**src/rtl/serial_pattern_tx_pkg.sv**
```systemverilog
// Shared state encodings for the serial pattern transmitter and the matching
// two-consecutive-1s detector, so both sides agree on the encodings.
package serial_pattern_tx_pkg;

    typedef enum logic [1:0] {
        ST_IDLE  = 2'd0,
        ST_SHIFT = 2'd1,
        ST_GAP   = 2'd2
    } txState_e;

    // Detector encodings: A = last bit was 0, B = last bit was 1.
    localparam logic DET_A = 1'b0;
    localparam logic DET_B = 1'b1;

endpackage

```
**src/rtl/serial_pattern_tx_pair_hit_counter.sv**
```systemverilog
// Counts adjacent 1-1 pairs in a stream of bits. The bit before the first
// valid bit after a clear is taken as 0.
module pair_hit_counter #(
    parameter int CW = 3
) (
    input  logic          clk_i,
    input  logic          reset_i,
    input  logic          clear_i,
    input  logic          bitValid_i,
    input  logic          bit_i,
    output logic [CW-1:0] countNext_o
);
    logic          prevBit_q;
    logic [CW-1:0] count_q;

    // Next count includes the bit currently presented, so the top can latch it on the last bit.
    always_comb begin
        countNext_o = count_q;
        if (bitValid_i) begin
            countNext_o = count_q + CW'(prevBit_q & bit_i);
        end
    end

    always_ff @(posedge clk_i) begin
        if (reset_i || clear_i) begin
            prevBit_q <= 1'b0;
            count_q   <= '0;
        end else if (bitValid_i) begin
            prevBit_q <= bit_i;
            count_q   <= countNext_o;
        end
    end

endmodule

```
**src/rtl/serial_pattern_tx.sv**
```systemverilog
// Accepts a parallel word over valid/ready and shifts it out MSB-first on w,
// reporting the number of 1-1 pairs the detector will flag for that word.
module serial_pattern_tx
    import serial_pattern_tx_pkg::*;
#(
    parameter int WIDTH = 8,
    parameter int GAP   = 2,
    localparam int CW   = $clog2(WIDTH)
) (
    input  logic             clk_i,
    input  logic             reset_i,
    input  logic             load_i,
    input  logic [WIDTH-1:0] data_i,
    output logic             ready_o,
    output logic             w_o,
    output logic             busy_o,
    output logic             done_o,
    output logic [CW-1:0]    hits_o
);
    localparam int GW = (GAP > 1) ? $clog2(GAP) : 1;
    localparam logic [CW-1:0] BIT_LAST = CW'(WIDTH - 1);
    localparam logic [GW-1:0] GAP_LAST = GW'((GAP > 0) ? GAP - 1 : 0);

    txState_e         state_q;
    logic [WIDTH-1:0] shiftReg_q;
    logic [CW-1:0]    bitCnt_q;
    logic [GW-1:0]    gapCnt_q;
    logic             w_q;
    logic             done_q;
    logic [CW-1:0]    hits_q;
    logic [CW-1:0]    pairCount_d;
    logic             accept;
    logic             shifting;

    assign accept   = (state_q == ST_IDLE) && load_i;
    assign shifting = (state_q == ST_SHIFT);

    pair_hit_counter #(.CW(CW)) u_pairHitCounter (
        .clk_i       (clk_i),
        .reset_i     (reset_i),
        .clear_i     (accept),
        .bitValid_i  (shifting),
        .bit_i       (w_q),
        .countNext_o (pairCount_d)
    );

    // w is loaded with the MSB on acceptance so bit k appears in cycle k after the accept edge.
    always_ff @(posedge clk_i) begin
        if (reset_i) begin
            state_q    <= ST_IDLE;
            shiftReg_q <= '0;
            bitCnt_q   <= '0;
            gapCnt_q   <= '0;
            w_q        <= 1'b0;
            done_q     <= 1'b0;
            hits_q     <= '0;
        end else begin
            done_q <= 1'b0;
            case (state_q)
                ST_IDLE: begin
                    if (load_i) begin
                        state_q    <= ST_SHIFT;
                        shiftReg_q <= data_i;
                        bitCnt_q   <= '0;
                        w_q        <= data_i[WIDTH-1];
                    end
                end
                ST_SHIFT: begin
                    if (bitCnt_q == BIT_LAST) begin
                        w_q      <= 1'b0;
                        done_q   <= 1'b1;
                        hits_q   <= pairCount_d;
                        gapCnt_q <= '0;
                        state_q  <= (GAP > 0) ? ST_GAP : ST_IDLE;
                    end else begin
                        bitCnt_q   <= bitCnt_q + 1'b1;
                        shiftReg_q <= shiftReg_q << 1;
                        w_q        <= shiftReg_q[WIDTH-2];
                    end
                end
                ST_GAP: begin
                    if (gapCnt_q == GAP_LAST) begin
                        state_q <= ST_IDLE;
                    end else begin
                        gapCnt_q <= gapCnt_q + 1'b1;
                    end
                end
                default: state_q <= ST_IDLE;
            endcase
        end
    end

    assign ready_o = (state_q == ST_IDLE);
    assign busy_o  = (state_q == ST_SHIFT) || (state_q == ST_GAP);
    assign w_o     = w_q;
    assign done_o  = done_q;
    assign hits_o  = hits_q;

endmodule

```
**config.mk**
```make
export PLATFORM = sky130hd
export DESIGN_NAME = serial_pattern_tx
export DESIGN_NICKNAME = d
export VERILOG_FILES = /design/src/rtl/serial_pattern_tx_pkg.sv /design/src/rtl/serial_pattern_tx_pair_hit_counter.sv /design/src/rtl/serial_pattern_tx.sv
export SDC_FILE = /design/constraint.sdc
export NUM_CORES = 1
export LEC_CHECK = 0
export CELL_PAD_IN_SITES_DETAIL_PLACEMENT = 0
export CELL_PAD_IN_SITES_GLOBAL_PLACEMENT = 1
export CORE_MARGIN = 2
export CORE_UTILIZATION = 39
export CTS_CLUSTER_SIZE = 24
export DETAILED_ROUTE_END_ITERATION = 8
export PLACE_DENSITY = 0.85
export SYNTH_ARGS = -nofsm -noshare
export SYNTH_HDL_FRONTEND = slang
export SYNTH_SLANG_ARGS = --single-unit
```
**constraint.sdc**
```tcl
create_clock -name clk_i -period 2.2 [get_ports clk_i]
set_clock_uncertainty 0.05 [all_clocks]
set_input_delay 0.55 -clock clk_i [delete_from_list [all_inputs] [get_ports clk_i]]
set_output_delay 0.55 -clock clk_i [all_outputs]
set_load 0.05 [all_outputs]
```
==> results.json <==
{
  "postSynthCellCount": 119,
  "cp_slowest_stage_delay_ns": 0.80,
  "drcViolationCount": 0,
  "ir_worst_vdd_mv": 0.3419,
  "yosysTopAreaCellShare_pct": 39.55,
  "wl_mm": 2.218,
  "hold_depth": 2,
  "max_slew.worst_pin.slew_ns": 0.5221,
  "initial_core_util_pct": 40.73,
  "insertion_delay_ns": 0.30,
  "worstReg2RegStart": "state_q[0]",
  "setup_tns_ns": 0,
  "fp.dieW_um": 57.44,
  "crit_chain": "clkdlybuf4s50_1",
  "ys_types": 32,
  "rr_worst_depth": 5,
  "finalCritPeriodShare_pct": 93.92,
  "synth_ff_type": "dfxtp_1",
  "rows": 19,
  "io_buffers": 17,
  "cts_tree": "done",
  "stdcell_count": 168,
  "place_area_um2": 1310,
  "clock_sinks": 22,
  "status": "finished, final reports clean",
  "synth_common_cells": "dfxtp_1 (22), inv_1 (11), nor2_1 (10)",
  "hold_end": "shiftReg_q[4]",
  "clockBufferDepth": 2,
  "ys_seq_area_share_pct": 39.55,
  "p_total_uw": 823.6,
  "clk_pin_slew_ns": 0.12,
  "netlist_top_cells_area": "dfxtp_1 (40%), ha_1 (7.9%), mux2_2 (6.1%)",
  "start_kind": "flop",
  "rsz0062_at_grt": "false",
  "io_pins": 18,
  "grt.total_usage_pct": 14.97,
  "ys_ff_latch": 22,
  "synthesis.area_um2": 1114,
  "power_density_nw_per_um2": 610.6,
  "drv_slew": 0,
  "postCtsHoldBufs": 0,
  "hold_start": "shiftReg_q[4]",
  "critPathCaptureType": "primary output",
  "r2r_slack_ns": 0.26,
  "root_buffer": "clkbuf_4",
  "cts_buffers": 3,
  "yosysTopAreaCell": "dfxtp_1",
  "vias_per_cell": 5.339,
  "worstSetupPathType": "reg -> out",
  "grt_max_degree": 13,
  "core_um2": 2734,
  "max_freq_mhz": 484.0,
  "n_antenna_cell": 0,
  "finalHoldWorstSlack_ns": 0.4129,
  "finalCriticalPeriod_ns": 2.066,
  "gp_congestion": 0.7610,
  "worstPathMaxFanout": 2,
  "dp_hpwl_mm": 1.635,
  "dieArea_um2": 3299,
  "drt_iter0_drc": 24,
  "layout-drive-gt1-share_pct": 14.60,
  "areaGrowthSynthToFinish_pct": 21.12,
  "avgSynthCellArea_um2": 9.358,
  "dp.cells": 164,
  "dr.pass1.iters": 4,
  "critPathSlowestCell": "clkdlybuf4s50_1",
  "arrival_ns": 1.47,
  "grt_pass1_vias": 892,
  "syn_nets": 137,
  "final_nets": 156,
  "routedWlPerCell_um": 13.20,
  "slew_headroom_pct": 64.87,
  "ys_warn_count": 0,
  "overflow": 0,
  "vias": 897,
  "synth-edff-count": 0,
  "setup_viol": 0,
  "hold_viol_final": 0,
  "antenna_found_initial": 0,
  "drt.antenna.violating_nets": 0,
  "worstReg2RegEnd": "bitCnt_q[1]",
  "grt_pass1_wl_mm": 3.898,
  "cp_top_family": "buffers and inverters",
  "worstHoldPathType": "reg -> reg",
  "ctsHtreeMaxLevel": 1,
  "die_height_um": 57.44,
  "p_leak_uw": 0.0005318,
  "stdcell_area_um2": 1349,
  "max_cap_viol_count": 0,
  "synthArstFlopShare_pct": 0,
  "cp.required_ns": 1.60,
  "crit_buf_inv": 1,
  "synth.most_common_cell": "dfxtp_1"
}
-- final cells by class --
class	instances	area, um^2
fillers	246	1385
flip-flops and latches	22	440.4
multi-input cells	78	574.3
inverters	11	41.29
clock buffers	4	36.28
repair buffers	22	217.7
well taps	31	38.79
-- cell families after synthesis --
kind of cell / Yosys count / share of synthesized area, %
and+or+nand+nor: 37 / 18.09
muxes: 10 / 9.663
buffers and inverters: 19 / 8.876
xor gates and xnor gates: 2 / 1.573
adders and majority gates: 7 / 7.865
DFF: 22 / 39.55
AOI/OAI and AO/OA: 22 / 14.38
-- worst register-to-register path: cells and delay by family (launching register included) --
| family | cells | cell delay (ns) |
|---|---|---|
| and+or+nand+nor | 2 | 0.66 |
| adders and majority gates | 1 | 0.43 |
| DFF | 1 | 0.33 |
| AOI/OAI and AO/OA | 1 | 0.28 |
| buffers and inverters | 1 | 0.10 |
-- where the power goes --
group / total [uW] / internal, uW / leakage [uW] / switching, uW
Clock: 220 / 101 / 0.0000210 / 119
Combinational: 173 / 80.9 / 0.000331 / 91.8
Sequential: 431 / 419 / 0.000179 / 12.4
Total: 824 / 601 / 0.000532 / 223
-- registers in the layout (all words and copies together) (netlist names) --
| name | count |
|---|---|
| done_o | 1 |
| hits_o | 3 |
| w_o | 1 |
| u_pairHitCounter.prevBit_q | 1 |
| state_q | 2 |
| u_pairHitCounter.count_q | 3 |
| bitCnt_q | 3 |
| shiftReg_q | 7 |
| gapCnt_q | 1 |
-- how the worst max path moves through the flow --
stage / slack, ns / depth (start not counted) / from / to
global placement: 0.17 / 4 / load_i / bitCnt_q[1]
global route: 0.07 / 1 / hits_o[0] / hits_o[0]
CTS: 0.01 / 1 / w_o / w_o
detailed placement: 0.16 / 4 / load_i / bitCnt_q[1]
finish: 0.13 / 1 / hits_o[0] / hits_o[0]
floorplan: 0.08 / 8 / state_q[0] / bitCnt_q[1]
-- metal layers --
layer	GRT usage, %	wire length, um	part of all wire [%]	up-vias
met5	0	0	0	-
met4	6.977	22	0.99	0
met3	2.041	51	2.3	2
met2	26.14	1083	49	15
met1	18.03	1060	48	422
li1	-	-	-	458
-- what timing repair did --
| item | 4_1_cts | 5_1_grt |
|---|---|---|
| hold endpoints to repair | 0 | 0 |
| buffers inserted | 0 | 0 |
| gates resized for setup | 0 | 1 |
| setup endpoints to repair | 0 | 1 |
-- layout by cell type (no fill, tap or decap), types with 2 or more instances in the layout --
cell              n
nand4_1           2
ha_1              7
buf_4             6
dfxtp_1          22
nand2_1           8
nand2b_1          4
a32o_1            2
a31oi_1           3
o21ai_0           2
a21oi_1           3
clkdlybuf4s50_1  14
inv_1            11
a211oi_1          8
mux2i_1           4
nor2_1           10
mux2_2            6
nor4_1            7
clkbuf_4          3
-- metrics by stage --
| step | setup slack (ns) | util, % |
|---|---|---|
| floorplan | 0.07860 | - |
| global placement | 0.1726 | 47.92 |
| detailed placement | 0.1555 | 47.92 |
| CTS | 0.01020 | 49.24 |
| global route | 0.06787 | 49.34 |
| finish | 0.1338 | 49.34 |
Power figures use the tool's default switching activity.
